==> src/rtl/deinterleaver_8bit_pkg.sv <==
// Shared constants for the block deinterleaver.
// The state encoding is kept as plain constants so older tools can read it.
package deint_pkg;
    localparam int WORD_W       = 8;
    localparam int DEFAULT_ROWS = 8;

    localparam logic [0:0] FILL  = 1'b0;
    localparam logic [0:0] DRAIN = 1'b1;
endpackage

==> src/rtl/deinterleaver_8bit_if.sv <==
// Bit-in / word-out handshake bundle for the deinterleaver.
// The master modport is the channel side, the slave modport is the block.
interface deint_if;
    import deint_pkg::*;

    logic              in_valid;
    logic              in_ready;
    logic              bit_in;
    logic              in_first;
    logic              out_valid;
    logic              out_ready;
    logic [WORD_W-1:0] data_out;
    logic              out_last;

    modport master (
        output in_valid, bit_in, in_first, out_ready,
        input  in_ready, out_valid, data_out, out_last
    );

    modport slave (
        input  in_valid, bit_in, in_first, out_ready,
        output in_ready, out_valid, data_out, out_last
    );
endinterface

==> src/rtl/deinterleaver_8bit_row_reg_bitwr.sv <==
// One matrix row: 8 mux flops, each loading the broadcast bit when its enable is set.
// muxdff is the library cell the row is built from.
module muxdff (
    input  logic clk,
    input  logic reset,
    input  logic d0_i,
    input  logic d1_i,
    input  logic sel_i,
    output logic q_o
);
    always_ff @(posedge clk or posedge reset) begin
        if (reset) q_o <= 1'b0;
        else       q_o <= sel_i ? d1_i : d0_i;
    end
endmodule

module row_reg_bitwr
    import deint_pkg::*;
(
    input  logic              clk,
    input  logic              reset,
    input  logic [WORD_W-1:0] we_i,
    input  logic              din_i,
    output logic [WORD_W-1:0] q_o
);
    for (genvar b = 0; b < WORD_W; b++) begin : g_bit
        muxdff u_ff (
            .clk   (clk),
            .reset (reset),
            .d0_i  (q_o[b]),
            .d1_i  (din_i),
            .sel_i (we_i[b]),
            .q_o   (q_o[b])
        );
    end
endmodule

==> src/rtl/deinterleaver_8bit.sv <==
// Rebuilds 8-bit words from a column-ordered interleaved bit stream.
// Single buffer: fill ROWS x 8 bits, then drain one word per handshake.
module deinterleaver_8bit
    import deint_pkg::*;
#(
    parameter int ROWS = DEFAULT_ROWS
) (
    input  logic    clk,
    input  logic    reset,
    deint_if.slave  bus
);
    localparam int WIDTH = WORD_W;
    localparam int CW    = (ROWS > 1) ? $clog2(ROWS) : 1;
    localparam logic [CW-1:0] LAST = CW'(ROWS - 1);

    logic [0:0]    state_q, state_d;
    logic [CW-1:0] row_q, row_d;
    logic [CW-1:0] rd_q, rd_d;
    logic [2:0]    col_q, col_d;

    logic          in_xfer;
    logic          out_xfer;
    logic [CW-1:0] wr_row;
    logic [2:0]    wr_col;

    logic [ROWS-1:0][WIDTH-1:0] mat;
    logic [ROWS-1:0][WIDTH-1:0] we;

    assign bus.in_ready  = (state_q == FILL);
    assign bus.out_valid = (state_q == DRAIN);
    assign bus.data_out  = bus.out_valid ? mat[rd_q] : '0;
    assign bus.out_last  = bus.out_valid && (rd_q == LAST);

    assign in_xfer  = bus.in_valid && bus.in_ready;
    assign out_xfer = bus.out_valid && bus.out_ready;

    // A resync bit always lands at position k = 0.
    assign wr_row = bus.in_first ? '0 : row_q;
    assign wr_col = bus.in_first ? '0 : col_q;

    for (genvar r = 0; r < ROWS; r++) begin : g_row
        assign we[r] = (in_xfer && wr_row == CW'(r))
                     ? (WIDTH'(1) << wr_col) : '0;

        row_reg_bitwr u_row (
            .clk   (clk),
            .reset (reset),
            .we_i  (we[r]),
            .din_i (bus.bit_in),
            .q_o   (mat[r])
        );
    end

    always_comb begin
        state_d = state_q;
        row_d   = row_q;
        col_d   = col_q;
        rd_d    = rd_q;

        if (in_xfer) begin
            if (bus.in_first) begin
                row_d = CW'(1);
                col_d = '0;
            end else if (row_q == LAST) begin
                row_d = '0;
                if (col_q == 3'd7) begin
                    col_d   = '0;
                    state_d = DRAIN;
                end else begin
                    col_d = col_q + 3'd1;
                end
            end else begin
                row_d = row_q + CW'(1);
            end
        end

        if (out_xfer) begin
            if (rd_q == LAST) begin
                rd_d    = '0;
                state_d = FILL;
            end else begin
                rd_d = rd_q + CW'(1);
            end
        end
    end

    always_ff @(posedge clk or posedge reset) begin
        if (reset) begin
            state_q <= FILL;
            row_q   <= '0;
            col_q   <= '0;
            rd_q    <= '0;
        end else begin
            state_q <= state_d;
            row_q   <= row_d;
            col_q   <= col_d;
            rd_q    <= rd_d;
        end
    end
endmodule

==> src/flat_wrapper.sv <==
// flat-port wrapper written by rule: the top's interface ports become plain ports
module deinterleaver_8bit_flat import deint_pkg::*;
#(
    parameter int ROWS = DEFAULT_ROWS
)
  (clk, reset, bus_in_valid, bus_bit_in, bus_in_first, bus_out_ready, bus_in_ready, bus_out_valid, bus_data_out, bus_out_last);
  deint_if bus_i ();
  input  logic clk;
  input  logic reset;
  input wire logic [$bits(bus_i.in_valid)-1:0] bus_in_valid;
  input wire logic [$bits(bus_i.bit_in)-1:0] bus_bit_in;
  input wire logic [$bits(bus_i.in_first)-1:0] bus_in_first;
  input wire logic [$bits(bus_i.out_ready)-1:0] bus_out_ready;
  output wire logic [$bits(bus_i.in_ready)-1:0] bus_in_ready;
  output wire logic [$bits(bus_i.out_valid)-1:0] bus_out_valid;
  output wire logic [$bits(bus_i.data_out)-1:0] bus_data_out;
  output wire logic [$bits(bus_i.out_last)-1:0] bus_out_last;
  assign bus_i.in_valid = bus_in_valid;
  assign bus_i.bit_in = bus_bit_in;
  assign bus_i.in_first = bus_in_first;
  assign bus_i.out_ready = bus_out_ready;
  assign bus_in_ready = bus_i.in_ready;
  assign bus_out_valid = bus_i.out_valid;
  assign bus_data_out = bus_i.data_out;
  assign bus_out_last = bus_i.out_last;
  deinterleaver_8bit #(.ROWS(ROWS)) u_core (.clk(clk), .reset(reset), .bus(bus_i));
endmodule
==> config.mk <==
export PLATFORM = sky130hd
export DESIGN_NAME = deinterleaver_8bit_flat
export DESIGN_NICKNAME = d
export VERILOG_FILES = /design/src/rtl/deinterleaver_8bit_pkg.sv /design/src/rtl/deinterleaver_8bit_if.sv /design/src/rtl/deinterleaver_8bit_row_reg_bitwr.sv /design/src/rtl/deinterleaver_8bit.sv /design/src/flat_wrapper.sv
export SDC_FILE = /design/constraint.sdc
export NUM_CORES = 1
export LEC_CHECK = 0
export CAP_MARGIN = 15
export CELL_PAD_IN_SITES_DETAIL_PLACEMENT = 1
export CELL_PAD_IN_SITES_GLOBAL_PLACEMENT = 1
export CORE_MARGIN = 2
export CORE_UTILIZATION = 53
export DETAILED_ROUTE_END_ITERATION = 6
export MAX_ROUTING_LAYER = met4
export PLACE_DENSITY_LB_ADDON = 0.1
export SLEW_MARGIN = 20
export SYNTH_ARGS = -nofsm -noshare
export SYNTH_HDL_FRONTEND = slang
export SYNTH_HIERARCHICAL = 1
export SYNTH_SLANG_ARGS = --single-unit
==> constraint.sdc <==
create_clock -name clk -period 4.6 [get_ports clk]
set_input_delay 0.92 -clock clk [delete_from_list [all_inputs] [get_ports clk]]
set_output_delay 0.92 -clock clk [all_outputs]
set_load 0.01 [all_outputs]
# Word-level counts from Yosys, hierarchy flattened
# Cells that the tools add are included.
[word_totals] word_cells=187 output_inout_bits=11 input_bits=6 register_bits=74
[classes] eq_ne=10 n_reduce_logical=14 n_bitwise=1 shift=1 addsub=3 magnitude_cmp=1 mux=89
[op_table] operator="$mux 8" count=10
[op_table] operator="$mux 1" count=70
[op_table] operator="$bmux 8 s3" count=1
[op_table] operator="$mux 3" count=8
[op_table] operator="$eq 3x3->1 const B" count=7
[op_table] operator="$logic_and 1x1->1" count=11
[op_table] operator="$add 3x1->3 const B" count=3
[op_table] operator="$shl 1x3->8 const A" count=1
[op_table] operator="$eq 3x2->1 const B" count=2
[op_table] operator="$lt 3x4->1 const B" count=1
[op_table] operator="$eq 3x1->1 const B" count=1
[op_table] operator="$logic_not 3->1" count=1
[op_table] operator="$reduce_and 2->1" count=1
[op_table] operator="$reduce_bool 2->1" count=1
[op_table] operator="$not 1->1" count=1

# Longest topological paths before layout
# Gate-level depths: netlist (run 1).
[logic_depth] depth_word=7 ltp_mapped=5 ltp_nobuf=5

# Modules after synthesis
# Netlist (run 1), hierarchy kept.
[modules_own_cells] mod="muxdff" instances=64 area_per_inst_um2=43.8 seq_area_each_um2=25.0 cells_each=3
[modules_own_cells] mod="deinterleaver_8bit" instances=1 area_per_inst_um2=1472.7 seq_area_each_um2=250.2 cells_each=183

# Worst setup path before layout (run 1)
# OpenSTA, ideal clock, no wires.
[synth_timing] path_kind="flip-flop to output port" start="register u_core.rd_q[0]" end="output port bus_data_out[0]" n_path_buf=2 required_ns=3.680 path_stages_with_launch=6 slack_ns=2.367 arrival_ns=1.313 cell_sequence="dfrtp_1 > buf_6 > buf_12 > mux4_2 > mux2i_1 > nor2_1"
[synth_between] elab_chain_cells=3
[synth_rtl] element="start: declaration" line_no="deinterleaver_8bit.sv:18" rtl="logic [CW-1:0] rd_q, rd_d;"
[synth_rtl] element="start signal: assignment" line_no="deinterleaver_8bit.sv:97" rtl="rd_q <= rd_d;"
[synth_rtl] element="$bmux 8 s3" line_no="deinterleaver_8bit.sv:31" rtl="assign bus.data_out = bus.out_valid ? mat[rd_q] : '0;"
[synth_rtl] element="$mux 8 (implied by the code)" line_no="deinterleaver_8bit.sv:31"
[synth_rtl] element="$mux 8" line_no="deinterleaver_8bit.sv:31"
[synth_rtl] element="end: declaration" line_no="flat_wrapper.sv:16" rtl="output wire logic [$bits(bus_i.data_out)-1:0] bus_data_out;"
# No other way between the ends. The select of a mux whose other input is x is not followed.

# Worst setup path after layout (run 1)
[layout_timing] start="register u_core.rd_q[0]" end="output port bus_data_out[1]"
# Same word-level chain as after synthesis.

==> tab_implementation.tex, run 1 <==
\begin{tabular}{lr}
\hline
Metric & Value \\
\hline
\multicolumn{2}{l}{\textbf{Status}} \\
Result of the run & finished clean \\
\multicolumn{2}{l}{\textbf{Layout}} \\
Layout-stage area growth over the synthesis result & 11.7\% \\
Final Non-Filler Cells & 504 \\
Layout Utilization & 61.5\% \\
Finished Cell Area & 4780 um\^{}2 \\
Ant. Diodes & 0 \\
Final-layout fill cell count & 824 \\
Share of final-layout standard cells stronger than drive strength 1 & 24.4\% \\
Final-stage net count & 409 \\
\multicolumn{2}{l}{\textbf{Timing}} \\
Worst hold slack & 0.506 ns \\
Tightest slew margin relative to the limit & 34.2\% \\
Transition at the pin with the smallest max-transition slack & 0.985 ns \\
Total count of max-transition violations in the final report & 0 \\
Setup repair after global routing missed its margin & no \\
Maximum operating frequency & 0.277 GHz \\
Clock Skews & 0.0100 ns \\
TNS Setup & 0 ns \\
Number of setup violations in the final report & 0 \\
Number of hold-slack violations in the final timing report & 0 \\
Slack of the critical path & 0.993 ns \\
Time the final worst path needs with I/O delays and setup & 3.61 ns \\
Tcrit/Tclk final & 78.4\% \\
\multicolumn{2}{l}{\textbf{GRT}} \\
Antenna violations before repair & 0 \\
Met2 track demand over resource & 44.0\% \\
Most utilized layer in the global route result & met2 \\
Via count of the first global-routing pass & 3066 \\
Total overflow reported by the global router & 0 \\
Overall routing resource usage & 26.0\% \\
Met1 Usage GRT & 32.5\% \\
Global routing met3 resource utilization & 4.90\% \\
Global-route wire length before repair & 16700 um \\
Pin count of the biggest net entering global routing & 66 \\
\multicolumn{2}{l}{\textbf{Hold path}} \\
Hold Path Class & flip-flop to flip-flop \\
\multicolumn{2}{l}{\textbf{Synthesis}} \\
Synthesized Nets & 387 \\
Post-synth top flop & dfrtp\_1 \\
Fraction of post-synthesis cell area in the top cell type by area & 43.3\% \\
Post-synth EDFFs & 0 \\
Total of flip-flops plus latches after synthesis & 74 \\
Post-synthesis simple-gate area fraction & 11.3\% \\
Top cells by area in the synthesized netlist & dfrtp\_1 43\%, mux2\_4 22\%, nor2\_1 6.9\% \\
Sequential-to-total area share from yosys stat & 43.3\% \\
Fraction of registers with async set/reset & 100\% \\
Syn avg cell area & 11.4 um\^{}2 \\
Compound-gate portion of the synthesized area & 2.11\% \\
Synth unique cells & 32 \\
Combinational family with the most area after synthesis & multiplexers \\
Post-synthesis cell count & 375 \\
Fraction of synthesized cell area in xor and xnor cells & 0\% \\
Area leader, netlist & dfrtp\_1 \\
Adder-Cell Fraction of Synth Area & 1.76\% \\
Mapped cell area & 4280 um\^{}2 \\
Count of yosys warnings during synthesis & 6 \\
Fraction of synthesized area in multiplexers & 34.0\% \\
\multicolumn{2}{l}{\textbf{Drt}} \\
Number of design-rule violations left by the first detailed-router iteration & 68 \\
Number of routed nets with antenna violations & 0 \\
DRC violation count after routing & 0 \\
Detailed Routing Iterations Pass 1 & 5 \\
Detailed-route wire length & 10200 um \\
Post-detailed-route wirelength per cell & 20.3 um \\
Vias per cell & 5.50 \\
Via count & 2772 \\
\multicolumn{2}{l}{\textbf{Floorplanning}} \\
Number of primary I/O pins & 17 \\
Number of placement rows & 32 \\
Starting Density & 55.0\% \\
Floorplan die height & 93.8 um \\
Core footprint & 7770 um\^{}2 \\
Die width & 93.8 um \\
DIE AREA & 8800 um\^{}2 \\
\multicolumn{2}{l}{\textbf{Clock network}} \\
Post CTS Setup Buffer Count & 0 \\
Cell chosen for the clock root & clkbuf\_8 \\
CTS tree & built \\
Clock insertion delay at the later pin of the skew report & 0.34 ns \\
CTS Hold Buffers Added & 0 \\
Number of H-tree levels & 3 \\
Clk sinks & 74 \\
Post-cts gate resize count & 0 \\
Number of buffers added by the clock tree synthesis step & 9 \\
Maximum root-to-sink buffer count & 2 \\
Clock-pin slew of the registers on the worst-case setup and hold paths & 0.07 ns \\
\multicolumn{2}{l}{\textbf{Critical path}} \\
Critical Path AT & 2.69 ns \\
Internal reg-to-reg setup slack & 2.52 ns \\
Critical Setup Path Class & flip-flop to primary output \\
Reg2Reg Capture Point & u\_core/g\_row[0].u\_row/g\_bit[3].u\_ff/q\_o \\
CP Capture Type & primary output \\
Reg2reg path depth & 4 \\
Nature of the critical path startpoint & flip-flop \\
Crit path to & bus\_data\_out[1] \\
Data required time of the worst path & 3.68 ns \\
Start of the worst register-to-register path & u\_core/bus.out\_valid \\
Worst setup path startpoint & u\_core/rd\_q[0] \\
Crit Path Max Fanout & 10 \\
\multicolumn{2}{l}{\textbf{Placement}} \\
\# port buffers & 16 \\
Instance area at placement & 4530 um\^{}2 \\
Worst setup slack after placement & 1.39 ns \\
Weighted congestion reported at the end of routability-driven placement & 0.752 \\
Detailed Place HPWL & 6400 um \\
Cells after DPL & 488 \\
\multicolumn{2}{l}{\textbf{Power and ir drop}} \\
Total chip power & 1.60 mW \\
Maximum VDD drop & 224 uV \\
PD cells & 335 nW/um\^{}2 \\
Leakage power & 2.35 nW \\
\multicolumn{2}{l}{\textbf{Job}} \\
Max cap viols & 0 \\
\hline
\end{tabular}
[Yosys cell counts (all sizes together), types with 2 or more instances]
library cell  number
buf                7
nor3               3
mux4              16
nand3              4
nand2b             3
ha                 6
o31ai              2
o21ai              5
mux2i              8
nor2              79
dfrtp             74
nor2b              5
inv               68
mux2              66
nand2             18
[worst min path at each step]
stage / startpoint / endpoint / slack [ns] / depth (start not counted)
5_1_grt: u_core/g_row[0].u_row/g_bit[0].u_ff/q_o / u_core/g_row[0].u_row/g_bit[0].u_ff/q_o / 0.53 / 1
3_5_place_dp: u_core/g_row[2].u_row/g_bit[6].u_ff/q_o / u_core/g_row[2].u_row/g_bit[6].u_ff/q_o / 0.49 / 1
2_1_floorplan: u_core/g_row[5].u_row/g_bit[0].u_ff/q_o / u_core/g_row[5].u_row/g_bit[0].u_ff/q_o / 0.47 / 1
3_3_place_gp: u_core/g_row[5].u_row/g_bit[7].u_ff/q_o / u_core/g_row[5].u_row/g_bit[7].u_ff/q_o / 0.49 / 1
6_report: u_core/g_row[4].u_row/g_bit[6].u_ff/q_o / u_core/g_row[4].u_row/g_bit[6].u_ff/q_o / 0.51 / 1
4_1_cts: u_core/g_row[4].u_row/g_bit[6].u_ff/q_o / u_core/g_row[4].u_row/g_bit[6].u_ff/q_o / 0.51 / 1
[layer usage]
metal	part of all wire (%)	wire length, um
met5	0	0
met4	0.96	98
met3	3.2	330
met2	52	5310
met1	44	4510
[state kept, by name (all words and copies together), names as in the netlist]
name and cells:
u_core/g_row.u_row/g_bit.u_ff/q_o 64, u_core/col_q 3, u_core/rd_q 3, u_core/row_q 3, u_core/bus.out_valid 1
[logic make-up after synthesis]
family	count (synthesis)
compound gates	13
buf+inv	77
mux	90
flops	74
simple gates	115
fa+ha+maj	6
[layout make-up]
type	instances	area (um^2)	area share [%]
multi-input combinational	224	2100	44.0
timing repair buffer	19	185	3.88
clock inverter	5	100	2.10
clock buffer	11	151	3.17
sequential	74	1850	38.8
inverter	69	259	5.42
tap	102	128	2.67
[report_power, final]
part,switching [mW],internal (mW),total (mW)
Combinational,0.101,0.119,0.220
Sequential,0.0474,0.707,0.754
Clock,0.240,0.388,0.628
Total,0.388,1.21,1.60
[worst max-delay path, stage by stage, from the launching register on]
cell and delay (ns):
dfrtp_1 0.70, buf_4 0.34, mux4_1 0.59, mux2i_1 0.15, nor2_1 0.07, clkdlybuf4s50_1 0.51
[cell usage in the layout (no fill, tap or decap), types with 2 or more instances in the layout]
master,n
nor2b_1,5
mux2i_1,8
nand2b_1,3
nor3_1,3
nand2_1,18
clkinv_2,2
ha_1,6
mux2_2,2
clkbuf_8,11
mux4_2,8
mux4_1,8
nand3_1,4
clkdlybuf4s50_1,14
mux2_4,64
o31ai_1,2
nor2_1,79
bufinv_16,3
buf_2,2
dfrtp_1,74
o21ai_0,4
inv_1,68
buf_4,2
Note: power is estimated with default switching activity, not from simulation.
==> run 2, diff against run 1 <==
--- a/config.mk
+++ b/config.mk
@@ -9,7 +9,7 @@
 export CELL_PAD_IN_SITES_DETAIL_PLACEMENT = 1
 export CELL_PAD_IN_SITES_GLOBAL_PLACEMENT = 1
 export CORE_MARGIN = 2
-export CORE_UTILIZATION = 53
+export CORE_UTILIZATION = 45
 export DETAILED_ROUTE_END_ITERATION = 6
 export MAX_ROUTING_LAYER = met4
 export PLACE_DENSITY_LB_ADDON = 0.1
==> constraint.sdc (replaced) <==
create_clock -name clk -period 2.9 [get_ports clk]
set_input_delay 0.58 -clock clk [delete_from_list [all_inputs] [get_ports clk]]
set_output_delay 0.58 -clock clk [all_outputs]
set_load 0.01 [all_outputs]
==> run 2 against run 1 <==
Compared with the run above:
- clock skew is 0.0017 ns higher
- highest routed layer unchanged
- final area grew 1.5%
- largest power group unchanged
- core utilization down 9.0 points
- via count increased by 0.72%
- worst setup slack worse by 0.91 ns
- sequential power is 59% higher
- total power up 45%
- non-clock buffer count is 9 higher
- critical path depth unchanged
==> tab_implementation.tex, run 2 (synthesis gave the netlist of run 1 again) <==
\begin{tabular}{lr}
\hline
Metric & Value \\
\hline
\multicolumn{2}{l}{\textbf{Status}} \\
Result of the run & finished clean \\
\multicolumn{2}{l}{\textbf{Placement}} \\
Instance area at placement & 4620 um\^{}2 (+2.2\%) \\
Weighted congestion reported at the end of routability-driven placement & 0.772 (+2.7\%) \\
Cells after DPL & 522 (+7.0\%) \\
Detailed Place HPWL & 6680 um (+4.4\%) \\
Worst setup slack after placement & 0.238 ns (-1.15 ns) \\
\# port buffers & 16 (unchanged) \\
\multicolumn{2}{l}{\textbf{Critical path}} \\
CP Capture Type & primary output \\
Crit Path Max Fanout & 7 (-3) \\
Critical Setup Path Class & flip-flop to primary output \\
Data required time of the worst path & 2.32 ns (-1.36 ns) \\
Nature of the critical path startpoint & flip-flop \\
Critical Path AT & 2.24 ns (-0.45 ns) \\
\multicolumn{2}{l}{\textbf{Layout}} \\
Layout-stage area growth over the synthesis result & 13.5\% \\
Final-stage net count & 418 (+2.2\%) \\
Ant. Diodes & 0 (unchanged) \\
Final Non-Filler Cells & 540 (+7.1\%) \\
Top reg by flops & u\_core/g\_row.u\_row/g\_bit.u\_ff/q\_o \\
Layout Utilization & 52.5\% (-9.0 points) \\
Finished Cell Area & 4850 um\^{}2 (+1.5\%) \\
Number of flip-flops in the largest register & 64 (unchanged) \\
Leading cell type in the layout, fill and taps excluded & nor2\_1 \\
Highest-count cells in the layout ignoring fill and taps & 79 x nor2\_1, 73 x dfrtp\_1, 68 x inv\_1, 64 x mux2\_4, 18 x nand2\_1 \\
Share of final-layout standard cells stronger than drive strength 1 & 26.3\% (+1.9 points) \\
\multicolumn{2}{l}{\textbf{Floorplanning}} \\
DIE AREA & 10300 um\^{}2 (+17\%) \\
Number of placement rows & 35 (+9.4\%) \\
Starting Density & 46.3\% (-8.8 points) \\
Number of primary I/O pins & 17 (unchanged) \\
Die width & 101 um (+8.2\%) \\
Floorplan die height & 101 um (+8.2\%) \\
Core footprint & 9240 um\^{}2 (+19\%) \\
\multicolumn{2}{l}{\textbf{Clock network}} \\
Clk sinks & 74 (unchanged) \\
Cell chosen for the clock root & clkbuf\_8 \\
Number of H-tree levels & 3 (unchanged) \\
CTS tree & built \\
CTS Hold Buffers Added & 0 (unchanged) \\
Maximum root-to-sink buffer count & 2 (unchanged) \\
Clock-pin slew of the registers on the worst-case setup and hold paths & 0.08 ns (about the same) \\
Number of buffers added by the clock tree synthesis step & 9 (unchanged) \\
Clock insertion delay at the later pin of the skew report & 0.36 ns (+0.02 ns) \\
\multicolumn{2}{l}{\textbf{Timing}} \\
Maximum operating frequency & 0.355 GHz \\
Total count of max-transition violations in the final report & 0 (unchanged) \\
Number of hold-slack violations in the final timing report & 0 (unchanged) \\
Number of setup violations in the final report & 0 (unchanged) \\
TNS Setup & 0 ns (unchanged) \\
Slack of the critical path & 0.0832 ns (-0.910 ns) \\
Time the final worst path needs with I/O delays and setup & 2.82 ns \\
Tightest slew margin relative to the limit & 38.2\% (+4.0 points) \\
Setup repair after global routing missed its margin & no \\
Tcrit/Tclk final & 97.1\% \\
Worst hold slack & 0.432 ns (-0.0742 ns) \\
Transition at the pin with the smallest max-transition slack & 0.926 ns (-0.0593 ns) \\
Clock Skews & 0.0117 ns (+0.00165 ns) \\
\multicolumn{2}{l}{\textbf{Drt}} \\
Detailed-route wire length & 10500 um (+2.2\%) \\
Number of routed nets with antenna violations & 0 (unchanged) \\
Detailed Routing Iterations Pass 1 & 4 (-1) \\
Via count & 2792 (+0.72\%) \\
DRC violation count after routing & 0 (unchanged) \\
Vias per cell & 5.17 (-6.0\%) \\
Number of design-rule violations left by the first detailed-router iteration & 121 (+78\%) \\
Post-detailed-route wirelength per cell & 19.4 um (-4.6\%) \\
\multicolumn{2}{l}{\textbf{Power and ir drop}} \\
PD cells & 480 nW/um\^{}2 (+43\%) \\
Total chip power & 2.33 mW (+45\%) \\
Leakage power & 2.39 nW (+1.4\%) \\
Maximum VDD drop & 246 uV (+9.6\%) \\
\multicolumn{2}{l}{\textbf{GRT}} \\
Total overflow reported by the global router & 0 (unchanged) \\
Antenna violations before repair & 0 (unchanged) \\
Via count of the first global-routing pass & 3083 (+0.55\%) \\
Global-route wire length before repair & 17000 um (+1.5\%) \\
Overall routing resource usage & 22.8\% (-3.2 points) \\
Pin count of the biggest net entering global routing & 66 (unchanged) \\
\multicolumn{2}{l}{\textbf{Hold path}} \\
Hold Path Class & input pin to asynchronous set/reset pin \\
\multicolumn{2}{l}{\textbf{Job}} \\
Max cap viols & 0 (unchanged) \\
\hline
\end{tabular}
-- run 2: cell type report --
type | count | area (um^2)
fill | 1006 | 4390
multi-input combinational | 224 | 2100
sequential | 74 | 1850
timing repair buffer | 28 | 285
inverter | 69 | 259
clock buffer | 12 | 165
tap | 129 | 161
clock inverter | 4 | 25.0
-- run 2: where the power goes --
group,total [mW],switching [mW],internal [mW]
Sequential,1.20,0.0774,1.12
Combinational,0.347,0.156,0.191
Clock,0.781,0.403,0.378
Total,2.33,0.637,1.69
-- run 2: worst max-delay path, cell delays in order (launching register included) --
cell	delay, ns
dfrtp_2	0.45
clkbuf_16	0.19
mux4_1	0.56
mux2i_1	0.15
nor2_1	0.06
clkdlybuf4s50_1	0.48
-- run 2: path summary, 6_finish.rpt --
check / slack, ns / startpoint / to / cells past startpoint
min in group clk: 0.51 / u_core/g_row[7].u_row/g_bit[6].u_ff/q_o / u_core/g_row[7].u_row/g_bit[6].u_ff/q_o / 1
max in group asynchronous: 1.86 / reset / u_core/rd_q[0] / 3
setup / recovery: 0.08 / u_core/rd_q[0] / bus_data_out[1] / 5
setup reg to reg: 0.96 / u_core/row_q[0] / u_core/g_row[0].u_row/g_bit[7].u_ff/q_o / 4
hold / removal: 0.43 / reset / u_core/g_row[3].u_row/g_bit[6].u_ff/q_o / 3
hold reg to reg: 0.51 / u_core/g_row[7].u_row/g_bit[6].u_ff/q_o / u_core/g_row[7].u_row/g_bit[6].u_ff/q_o / 1
-- run 2: routing by layer --
metal / GRT usage, % / vias to the layer above / share of wire [%]
li1: - / 1289 / -
met1: 30.5 / 1474 / 49
met2: 36.3 / 17 / 48
met3: 2.69 / 12 / 1.1
met4: 7.59 / 0 / 1.3
met5: - / - / 0
-- run 2: what timing repair did --
action                     CTS  global route
setup buffers                0             1
setup endpoints to repair    0             1
gates resized for setup      0             2
==> run 3, diff against run 2 <==
--- a/config.mk
+++ b/config.mk
@@ -9,11 +9,11 @@
 export CELL_PAD_IN_SITES_DETAIL_PLACEMENT = 1
 export CELL_PAD_IN_SITES_GLOBAL_PLACEMENT = 1
 export CORE_MARGIN = 2
-export CORE_UTILIZATION = 45
+export CORE_UTILIZATION = 50
 export DETAILED_ROUTE_END_ITERATION = 6
 export MAX_ROUTING_LAYER = met4
 export PLACE_DENSITY_LB_ADDON = 0.1
-export SLEW_MARGIN = 20
+export SLEW_MARGIN = 25
 export SYNTH_ARGS = -nofsm -noshare
 export SYNTH_HDL_FRONTEND = slang
 export SYNTH_HIERARCHICAL = 1
==> constraint.sdc (replaced) <==
create_clock -name clk -period 2.8 [get_ports clk]
set_input_delay 0.56 -clock clk [delete_from_list [all_inputs] [get_ports clk]]
set_output_delay 0.56 -clock clk [all_outputs]
set_load 0.01 [all_outputs]
==> run 3 against run 2 <==
Compared with the run above:
- count of clock-buffer cells in the layout is 1 higher
- sequential power up 3%
- first-iteration DRC count is 5.8% lower
- die area fell by 9.6%
- wire length down 2.6%
- global-route usage rose by 1.7 points
- final cell count down 4.1%
- worst setup slack improved by 0.013 ns
- via count rose by 2.9%
- largest cell class unchanged
- largest power group unchanged
==> tab_implementation.tex, run 3 (synthesis gave the netlist of run 1 again) <==
\begin{tabular}{lr}
\hline
Metric & Value \\
\hline
\multicolumn{2}{l}{\textbf{Status}} \\
Result of the run & finished clean \\
\multicolumn{2}{l}{\textbf{Layout}} \\
Layout-stage area growth over the synthesis result & 12.6\% \\
Final-layout fill cell count & 874 (-13\%) \\
Number of flip-flops in the largest register & 64 (unchanged) \\
Final-stage net count & 420 (+0.48\%) \\
Sequential cell area in the final layout & 1850 um\^{}2 (about the same) \\
Area occupied by multi-input gates & 2100 um\^{}2 (-0.18\%) \\
Leading cell type in the layout, fill and taps excluded & nor2\_1 \\
Share of final-layout standard cells stronger than drive strength 1 & 26.4\% (+0.11 points) \\
Ant. Diodes & 0 (unchanged) \\
Highest-count cells in the layout ignoring fill and taps & 79 x nor2\_1, 74 x dfrtp\_1, 68 x inv\_1, 64 x mux2\_4, 18 x nand2\_1 \\
Top reg by flops & u\_core/g\_row.u\_row/g\_bit.u\_ff/q\_o \\
\multicolumn{2}{l}{\textbf{Timing}} \\
Number of setup violations in the final report & 0 (unchanged) \\
Clock Skews & 0.0113 ns (-0.000395 ns) \\
TNS Setup & 0 ns (unchanged) \\
Number of hold-slack violations in the final timing report & 0 (unchanged) \\
Total count of max-transition violations in the final report & 0 (unchanged) \\
Transition at the pin with the smallest max-transition slack & 1.02 ns (+0.0898 ns) \\
Maximum operating frequency & 0.370 GHz \\
Tcrit/Tclk final & 96.6\% \\
Time the final worst path needs with I/O delays and setup & 2.70 ns \\
Setup repair after global routing missed its margin & no \\
Tightest slew margin relative to the limit & 32.1\% (-6.0 points) \\
\multicolumn{2}{l}{\textbf{Floorplanning}} \\
Number of placement rows & 33 (-5.7\%) \\
Core footprint & 8260 um\^{}2 (-11\%) \\
Die width & 96.5 um (-4.9\%) \\
Starting Density & 51.8\% (+5.5 points) \\
Number of primary I/O pins & 17 (unchanged) \\
DIE AREA & 9310 um\^{}2 (-9.6\%) \\
Floorplan die height & 96.5 um (-4.9\%) \\
\multicolumn{2}{l}{\textbf{Power and ir drop}} \\
Total chip power & 2.41 mW (+3.5\%) \\
Leakage power & 2.48 nW (+3.9\%) \\
Maximum VDD drop & 230 uV (-6.3\%) \\
PD cells & 500 nW/um\^{}2 (+4.3\%) \\
\multicolumn{2}{l}{\textbf{GRT}} \\
Global-route wire length before repair & 16300 um (-4.0\%) \\
Pin count of the biggest net entering global routing & 65 (-1.5\%) \\
Overall routing resource usage & 24.5\% (+1.7 points) \\
Via count of the first global-routing pass & 3005 (-2.5\%) \\
Total overflow reported by the global router & 0 (unchanged) \\
Antenna violations before repair & 0 (unchanged) \\
\multicolumn{2}{l}{\textbf{Critical path}} \\
Data required time of the worst path & 2.24 ns (-0.08 ns) \\
Crit Path Max Fanout & 17 (+10) \\
Critical Setup Path Class & flip-flop to primary output \\
CP Capture Type & primary output \\
Nature of the critical path startpoint & flip-flop \\
CP max-delay cell & mux4\_1 \\
Critical-path cell list & buf\_12 > mux4\_1 > mux2i\_1 > nor2\_1 > clkdlybuf4s50\_1 \\
Critical Path AT & 2.14 ns (-0.10 ns) \\
Biggest cell delay along the critical path & 0.56 ns (about the same) \\
\multicolumn{2}{l}{\textbf{Clock network}} \\
CTS tree & built \\
Maximum root-to-sink buffer count & 2 (unchanged) \\
Cell chosen for the clock root & clkbuf\_8 \\
Clk sinks & 74 (unchanged) \\
Clock-pin slew of the registers on the worst-case setup and hold paths & 0.08 ns (about the same) \\
Clock insertion delay at the later pin of the skew report & 0.35 ns (about the same) \\
Number of buffers added by the clock tree synthesis step & 9 (unchanged) \\
CTS Hold Buffers Added & 0 (unchanged) \\
Number of H-tree levels & 3 (unchanged) \\
\multicolumn{2}{l}{\textbf{Job}} \\
Max cap viols & 0 (unchanged) \\
\multicolumn{2}{l}{\textbf{Drt}} \\
DRC violation count after routing & 0 (unchanged) \\
Detailed Routing Iterations Pass 1 & 4 (unchanged) \\
Number of design-rule violations left by the first detailed-router iteration & 114 (-5.8\%) \\
Detailed-route wire length & 10200 um (-2.6\%) \\
Number of routed nets with antenna violations & 0 (unchanged) \\
Post-detailed-route wirelength per cell & 19.7 um (+1.6\%) \\
Via count & 2872 (+2.9\%) \\
Vias per cell & 5.54 (+7.2\%) \\
\multicolumn{2}{l}{\textbf{Placement}} \\
Weighted congestion reported at the end of routability-driven placement & 0.739 (-4.3\%) \\
\# port buffers & 16 (unchanged) \\
Detailed Place HPWL & 6460 um (-3.2\%) \\
\multicolumn{2}{l}{\textbf{Hold path}} \\
Hold Path Class & input pin to asynchronous set/reset pin \\
\hline
\end{tabular}
run 3: cell types whose count changed in the layout (fill, tap and decap cells not counted):
cell and change:
clkbuf_16 -1, buf_12 -1, mux4_1 -1, inv_6 +1, clkbuf_1 +1, buf_4 +4, dfrtp_2 -1, dlymetal6s2s_1 +5
clkinv_2 -1, mux4_2 +1, clkdlybuf4s50_1 -5, dfrtp_1 +1, clkinvlp_4 -1
run 3: final timing paths:
path,start,end,slack [ns],cells after the start
worst max-delay path,u_core/rd_q[0],bus_data_out[3],0.1,5
worst min-delay path,reset,u_core/g_row[3].u_row/g_bit[6].u_ff/q_o,0.36,2
worst max register to register,u_core/row_q[0],u_core/g_row[0].u_row/g_bit[7].u_ff/q_o,0.79,4
worst min register to register,u_core/g_row[4].u_row/g_bit[7].u_ff/q_o,u_core/g_row[4].u_row/g_bit[7].u_ff/q_o,0.51,1
max in group asynchronous,reset,u_core/col_q[0],1.91,2
min in group clk,u_core/g_row[4].u_row/g_bit[7].u_ff/q_o,u_core/g_row[4].u_row/g_bit[7].u_ff/q_o,0.51,1
run 3: stage by stage:
stage	worst slack [ns]	area [um^2]	utilization, %	hold slack [ns]	instances
after floorplan	0.927	4280	-	0.289	375
after detailed placement	0.236	4580	55.5	0.487	498
after CTS	0.00385	4780	57.8	0.350	515
after global routing	0.00297	4810	58.3	0.396	518
final	0.0964	4810	58.3	0.359	518
after global placement	0.303	4580	55.5	0.490	498
run 3: cell type report:
class	count	area share [%]
inverter	69	5.38
sequential	74	38.5
multi-input combinational	224	43.6
tap	105	2.73
timing repair buffer	30	5.87
clock inverter	3	0.442
clock buffer	13	3.51
run 3: layer usage:
layer	global-route usage (%)	up-vias	share of wire, %
met3	3.26	17	2.0
met2	36.9	36	47
met1	34.4	1523	49
met4	8.92	0	1.8
li1	-	1296	-
met5	-	-	0
run 3: timing repair:
item                                    in CTS  in global routing
setup buffers                                1                  3
endpoints found under the setup margin       2                  7
pin swaps                                    0                  0
resized for setup                            1                  6
run 3: worst max-delay path, delay by kind of cell, from the launching register on:
kind	cells	cell delay, ns
buffers and inverters	2	0.65
multiplexers	2	0.71
AND/OR/NAND/NOR	1	0.05
flip-flops	1	0.37
run 3: power by group:
part / internal (mW) / leakage (nW) / switching [mW] / total [mW]
logic: 0.198 / 1.37 / 0.162 / 0.360
clock network: 0.397 / 0.0960 / 0.412 / 0.809
registers: 1.16 / 1.01 / 0.0781 / 1.24
total: 1.76 / 2.48 / 0.652 / 2.41
==> RTL change 1: new RTL, config.mk and constraints of run 2 <==
The package constant `WORD_W` goes from 8 to 9.
--- a/src/rtl/deinterleaver_8bit_pkg.sv
+++ b/src/rtl/deinterleaver_8bit_pkg.sv
@@ -1,7 +1,7 @@
 // Shared constants for the block deinterleaver.
 // The state encoding is kept as plain constants so older tools can read it.
 package deint_pkg;
-    localparam int WORD_W       = 8;
+    localparam int WORD_W       = 9;
     localparam int DEFAULT_ROWS = 8;
 
     localparam logic [0:0] FILL  = 1'b0;
Ports: changed (resized bus_data_out); port bits go from 17 to 18. The function was not compared with the original's and may differ.
==> RTL change 1 against run 2 <==
  * Area after synthesis rose by 9.2%
  * Count of clock-buffer cells in the layout stayed put
  * Sequential share of layout area grew 0.76 points
  * Register-to-register slack got worse by 0.02 ns
  * Critical path depth is the same
  * Wire length grew 2.7%
  * Sequential power grew 6%
  * Design area rose by 8.6%
  * Setup slack gained 0.022 ns
  * Power up 3.2%
  * Clock skew shrank 0.0061 ns
  * Non-clock buffer count is the same
  * Cell count up 8.1%
  * Sequential cell count increased by 8
  * Critical path type unchanged
  * Highest routed layer unchanged
==> RTL change 1: results (changes against run 2) <==
### Run status
* result of the run: finished clean, unchanged

### Critical path
* data arrival at the endpoint of the critical path: 2.22 ns, was 2.24 ns
* CP max-delay cell: mux4_2, was mux4_1
* Slowest Stage Delay on Critical Path: 0.51 ns, was 0.56 ns
* register-to-register path setup slack: 0.94 ns, was 0.96 ns
* CP delay by family, top: buffers and inverters, was multiplexers
* peak fanout along the critical path: 15, was 7

### Logic synthesis
* cell types occupying the most area after synthesis: dfrtp_1 (44%), mux2_4 (23%), mux4_2 (8.7%), was dfrtp_1 (43%), mux2_4 (22%), nor2_1 (6.9%)
* Post-Synthesis Mean Instance Area: 11.5 um2, was 11.4 um2
* Synth cell types: 31, was 32
* total of warnings raised by yosys: 6, unchanged
* Seq/Total Area, Yosys: 43.9%, was 43.3%
* list of most frequent post-synthesis cells: dfrtp_1 (82), nor2_1 (80), inv_1 (74), was nor2_1 (79), dfrtp_1 (74), inv_1 (68)

### Layout
* max reg flops: 72, was 64
* Final Non-Filler Cells: 584, was 540
* number of nets in the layout: 455, was 418
* fraction of final layout cells sized beyond drive strength 1: 27.2%, was 26.3%

### Pwr
* Worst IR Drop VDD: 282 uV, was 246 uV
* leakage power total: 0.00260 uW, was 0.00239 uW

### Placed design
* standard cell area after detailed placement: 0.00507 mm2, was 0.00462 mm2
* worst slack after detailed placement: 0.276 ns, was 0.238 ns
* total of buffers placed on input and output ports: 17, was 16
* Placed Instances: 568, was 522
* GP Congestion: 0.750, was 0.772
* total half-perimeter wirelength after legalization and detailed placement: 6910 um, was 6680 um

### GRT
* all-layer global routing usage: 21.5%, was 22.8%
* number of global-route vias before repair: 3301, was 3083
* pin count of the biggest net entering global routing: 74, was 66
* first-pass GRT wire length: 17700 um, was 17000 um

### Detailed routing
* count of routing violations after the opening detailed-route iteration: 144, was 121
* post-detailed-routing wire length: 10800 um, was 10500 um
* Avg Vias per Cell: 5.12, was 5.17

### STA
* post-route clock skew: 0.00559 ns, was 0.0117 ns
* minimum clock period after layout: 2.80 ns, was 2.82 ns
* Rel. slew slack: 38.0%, was 38.2%

### CTS
* number of buffers inserted during clock tree synthesis: 9, unchanged
* H-Tree Depth: 3, unchanged
* clock transition at the register clock pins on the worst setup and hold paths after CTS: 0.08 ns, about the same

## RTL change 1: tightest hold or removal path: stages
cell	delay, ns
buf_2	0.09
buf_4	0.34
inv_1	0.14
## RTL change 1: logic make-up (layout without fill, tap and decap cells)
logic type | count (synthesis) | after routing | share of synthesized area, %
simple gates | 119 | 119 | 11.0
mux | 101 | 101 | 34.2
buf+inv | 84 | 119 | 7.42
flops | 82 | 82 | 43.9
compound gates | 13 | 13 | 1.69
fa+ha+maj | 6 | 6 | 1.61
other cells | 1 | 8 | 0.0803
## RTL change 1: stage by stage
step	power, uW	hold WS, ns
2_1_floorplan	1480	0.309
3_3_place_gp	1570	0.488
3_5_place_dp	1580	0.490
4_1_cts	2440	0.475
5_1_grt	2510	0.511
6_report	2400	0.474
## RTL change 1: where the power goes
group	switching, uW	internal [uW]	total, uW	leakage [uW]
Combinational	138	151	289	0.00139
Clock	423	423	845	0.0000966
Sequential	55.2	1210	1270	0.00111
## RTL change 1: cell type report
| type | count | area [um2] |
|---|---|---|
| fillers | 1109 | 4920 |
| clock inverters | 4 | 51.3 |
| repair buffers | 28 | 270 |
| inverters | 75 | 282 |
| flip-flops and latches | 82 | 2050 |
| well taps | 136 | 170 |
| clock buffers | 12 | 145 |
| multi-input cells | 247 | 2300 |
## RTL change 1: worst paths after layout
path | end | cells past startpoint | start
max | bus_data_out[3] | 5 | u_core/rd_q[0]$_DFFE_PP0P_
min | u_core/g_row[2].u_row/g_bit[6].u_ff/q_o$_DFF_PP0_ | 3 | reset
max reg2reg | u_core/g_row[5].u_row/g_bit[5].u_ff/q_o$_DFF_PP0_ | 4 | u_core/bus.out_valid$_DFF_PP0_
min reg2reg | u_core/g_row[6].u_row/g_bit[6].u_ff/q_o$_DFF_PP0_ | 1 | u_core/g_row[6].u_row/g_bit[6].u_ff/q_o$_DFF_PP0_
max in group asynchronous | u_core/col_q[1]$_DFFE_PP0P_ | 3 | reset
min in group clk | u_core/g_row[6].u_row/g_bit[6].u_ff/q_o$_DFF_PP0_ | 1 | u_core/g_row[6].u_row/g_bit[6].u_ff/q_o$_DFF_PP0_
## RTL change 1: layer usage
layer	vias up	track usage (%)	wire [um]
met2	35	34.3	5260
met4	0	7.61	170
met1	1558	28.3	5090
met5	-	-	0
met3	13	2.91	236
li1	1386	-	-
==> RTL change 2: new RTL, config.mk and constraints of run 2 <==
Made on the original files. Reset style: synchronous (`reset`), changed in 2 clocked blocks.
--- a/src/rtl/deinterleaver_8bit_row_reg_bitwr.sv
+++ b/src/rtl/deinterleaver_8bit_row_reg_bitwr.sv
@@ -8,7 +8,7 @@
     input  logic sel_i,
     output logic q_o
 );
-    always_ff @(posedge clk or posedge reset) begin
+    always_ff @(posedge clk) begin
         if (reset) q_o <= 1'b0;
         else       q_o <= sel_i ? d1_i : d0_i;
     end
--- a/src/rtl/deinterleaver_8bit.sv
+++ b/src/rtl/deinterleaver_8bit.sv
@@ -84,7 +84,7 @@
         end
     end
 
-    always_ff @(posedge clk or posedge reset) begin
+    always_ff @(posedge clk) begin
         if (reset) begin
             state_q <= FILL;
             row_q   <= '0;
Function: no difference found for any inputs over 10 cycles, from zero or initial values and one cycle with reset high; that may be too few to reach the edited logic, so the function may still have changed.
==> RTL change 2 against run 2 <==
  * Area after synthesis decreased by 16%
  * Wire length fell by 11%
  * Sequential cell count unchanged
  * Setup slack improved by 0.022 ns
  * Via count grew 1.0%
  * Global-route usage is 0.78 points higher
  * Design area shrank 15%
  * Core utilization grew 0.92 points
  * Non-clock buffer count grew 3
  * Cell count shrank 3.9%
  * Critical path type unchanged
  * Critical endpoint is now bus_data_out[6]
Power is not compared: it rests on default switching activity, and its combinational part moved more than twofold at a synthesized area within 25%.
==> RTL change 2: results (changes against run 2) <==
### CTS
* buffers from clock root to sink, at most: 2, unchanged
* CTS sink cnt: 74, unchanged
* CTS root buffer: clkbuf_8, unchanged
* clk_lat worst skew: 0.35 ns
* number of buffers inserted during clock tree synthesis: 9, unchanged
* H-Tree Depth: 3, unchanged

### Logic synthesis
* Net Count, Synth: 390, was 387
* cell types occupying the most area after synthesis: dfxtp_1 (41%), mux2i_1 (20%), nor2_1 (15%), was dfrtp_1 (43%), mux2_4 (22%), nor2_1 (6.9%)
* total of warnings raised by yosys: 6, unchanged
* Seq/Total Area, Yosys: 41.3%, was 43.3%
* multiplexer area fraction after synthesis: 31.1%, was 34.0%
* share of the synthesized area in compound gates (AO/OA/AOI/OAI): 1.95%, was 2.11%
* list of most frequent post-synthesis cells: nor2_1 (145), dfxtp_1 (74), mux2i_1 (73), was nor2_1 (79), dfrtp_1 (74), inv_1 (68)
* area share of fa/ha/maj cells after synthesis: 2.09%, was 1.76%
* instance count of the mapped netlist: 378, was 375
* Synth cell types: 30, was 32
* share of flip-flops with an asynchronous set or reset: 0%, was 100%

### Layout
* multi-input combinational area share: 49.5%, was 43.3%
* number of inserted filler cells in the final layout: 901, was 1006
* Antenna diodes: 0, unchanged
* Non-clock buffers, area share: 6.67%, was 5.88%
* FF+latch area: 0.00148 mm2, was 0.00185 mm2
* bufs w/o clock: 31, was 28
* register with the most flip-flops: u_core/g_row.u_row/g_bit.u_ff/q_o, unchanged
* clock network area share: 4.76%, was 3.92%
* non-clock inverter instance count of the final layout: 1, was 69
* number of clock buffers in the layout: 12, unchanged
* fraction of final layout cells sized beyond drive strength 1: 10.3%, was 26.3%
* P&R area growth vs syn: 15.0%, was 13.5%
* multi-input gates: 295, was 224
* number of nets in the layout: 424, was 418

### Placed design
* worst slack after detailed placement: 0.376 ns, was 0.238 ns
* Placed Instances: 497, was 522
* GP Congestion: 0.794, was 0.772
* total half-perimeter wirelength after legalization and detailed placement: 5790 um, was 6680 um
* standard cell area after detailed placement: 0.00389 mm2, was 0.00462 mm2

### Detailed routing
* post-detailed-routing wire length: 9300 um, was 10500 um
* drt wl/cell: 17.9 um, was 19.4 um
* Avg Vias per Cell: 5.43, was 5.17
* count of routing violations after the opening detailed-route iteration: 159, was 121

### GRT
* met2 routing resource usage after global routing: 38.5%, was 36.3%
* M1 GR Usage: 30.4%, was 30.5%
* pin count of the biggest net entering global routing: 35, was 66
* all-layer global routing usage: 23.6%, was 22.8%
* met3 global-route usage: 3.46%, was 2.69%
* first-pass GRT wire length: 15100 um, was 17000 um

### Run status
* result of the run: finished clean, unchanged

### Critical path
* Slowest Stage Delay on Critical Path: 0.48 ns, was 0.56 ns
* CP max-delay cell: mux4_2, was mux4_1
* CP delay by family, top: buffers and inverters, was multiplexers
* data arrival at the endpoint of the critical path: 2.22 ns, was 2.24 ns
* peak fanout along the critical path: 16, was 7

### Min path
* Worst Hold Class: reg2reg, was in2async

### Pwr
* leakage power total: 0.00137 uW

### Die
* number of well taps: 102, was 129

### STA
* transition time at the pin with the least slew margin: 0.993 ns, was 0.926 ns
* post-route clock skew: 0.0103 ns, was 0.0117 ns

[RTL change 2: power by group]
part | leakage [uW] | switching [uW] | internal, uW
Sequential | 0.000596 | 4.54 | 1020
Clock | 0.0000966 | 388 | 422
Combinational | 0.000676 | 52.9 | 21.8
[RTL change 2: cells by family (layout without fill, tap and decap cells)]
kind of cell,count (synthesis),count (layout)
compound gates,13,13
fa+ha+maj,6,6
buf+inv,9,48
flops,74,74
mux,89,89
simple gates,187,187
[RTL change 2: path summary, 6_finish.rpt]
check                                                startpoint                                                 end  slack (ns)  cells after the start
max                                 u_core/rd_q[1]$_SDFFE_PP0P_                                     bus_data_out[6]        0.10                      6
min reg2reg  u_core/g_row[1].u_row/g_bit[3].u_ff/q_o$_SDFF_PP0_  u_core/g_row[1].u_row/g_bit[3].u_ff/q_o$_SDFF_PP0_        0.49                      2
max reg2reg                        u_core/row_q[2]$_SDFFE_PP0N_  u_core/g_row[0].u_row/g_bit[7].u_ff/q_o$_SDFF_PP0_        0.98                      5
min          u_core/g_row[1].u_row/g_bit[3].u_ff/q_o$_SDFF_PP0_  u_core/g_row[1].u_row/g_bit[3].u_ff/q_o$_SDFF_PP0_        0.49                      2
[RTL change 2: timing repair]
| item | in CTS | in global routing |
|---|---|---|
| setup buffers | 0 | 6 |
| endpoints found under the setup margin | 0 | 1 |
| hold endpoints to repair | 0 | 0 |
[RTL change 2: routing by layer]
| layer | vias to the layer above | part of all wire, % | routed length, um |
|---|---|---|---|
| li1 | 1374 | - | - |
| met1 | 1393 | 48 | 4500 |
| met2 | 42 | 47 | 4410 |
| met3 | 11 | 2.8 | 258 |
| met4 | 0 | 1.4 | 134 |
| met5 | - | 0 | 0 |
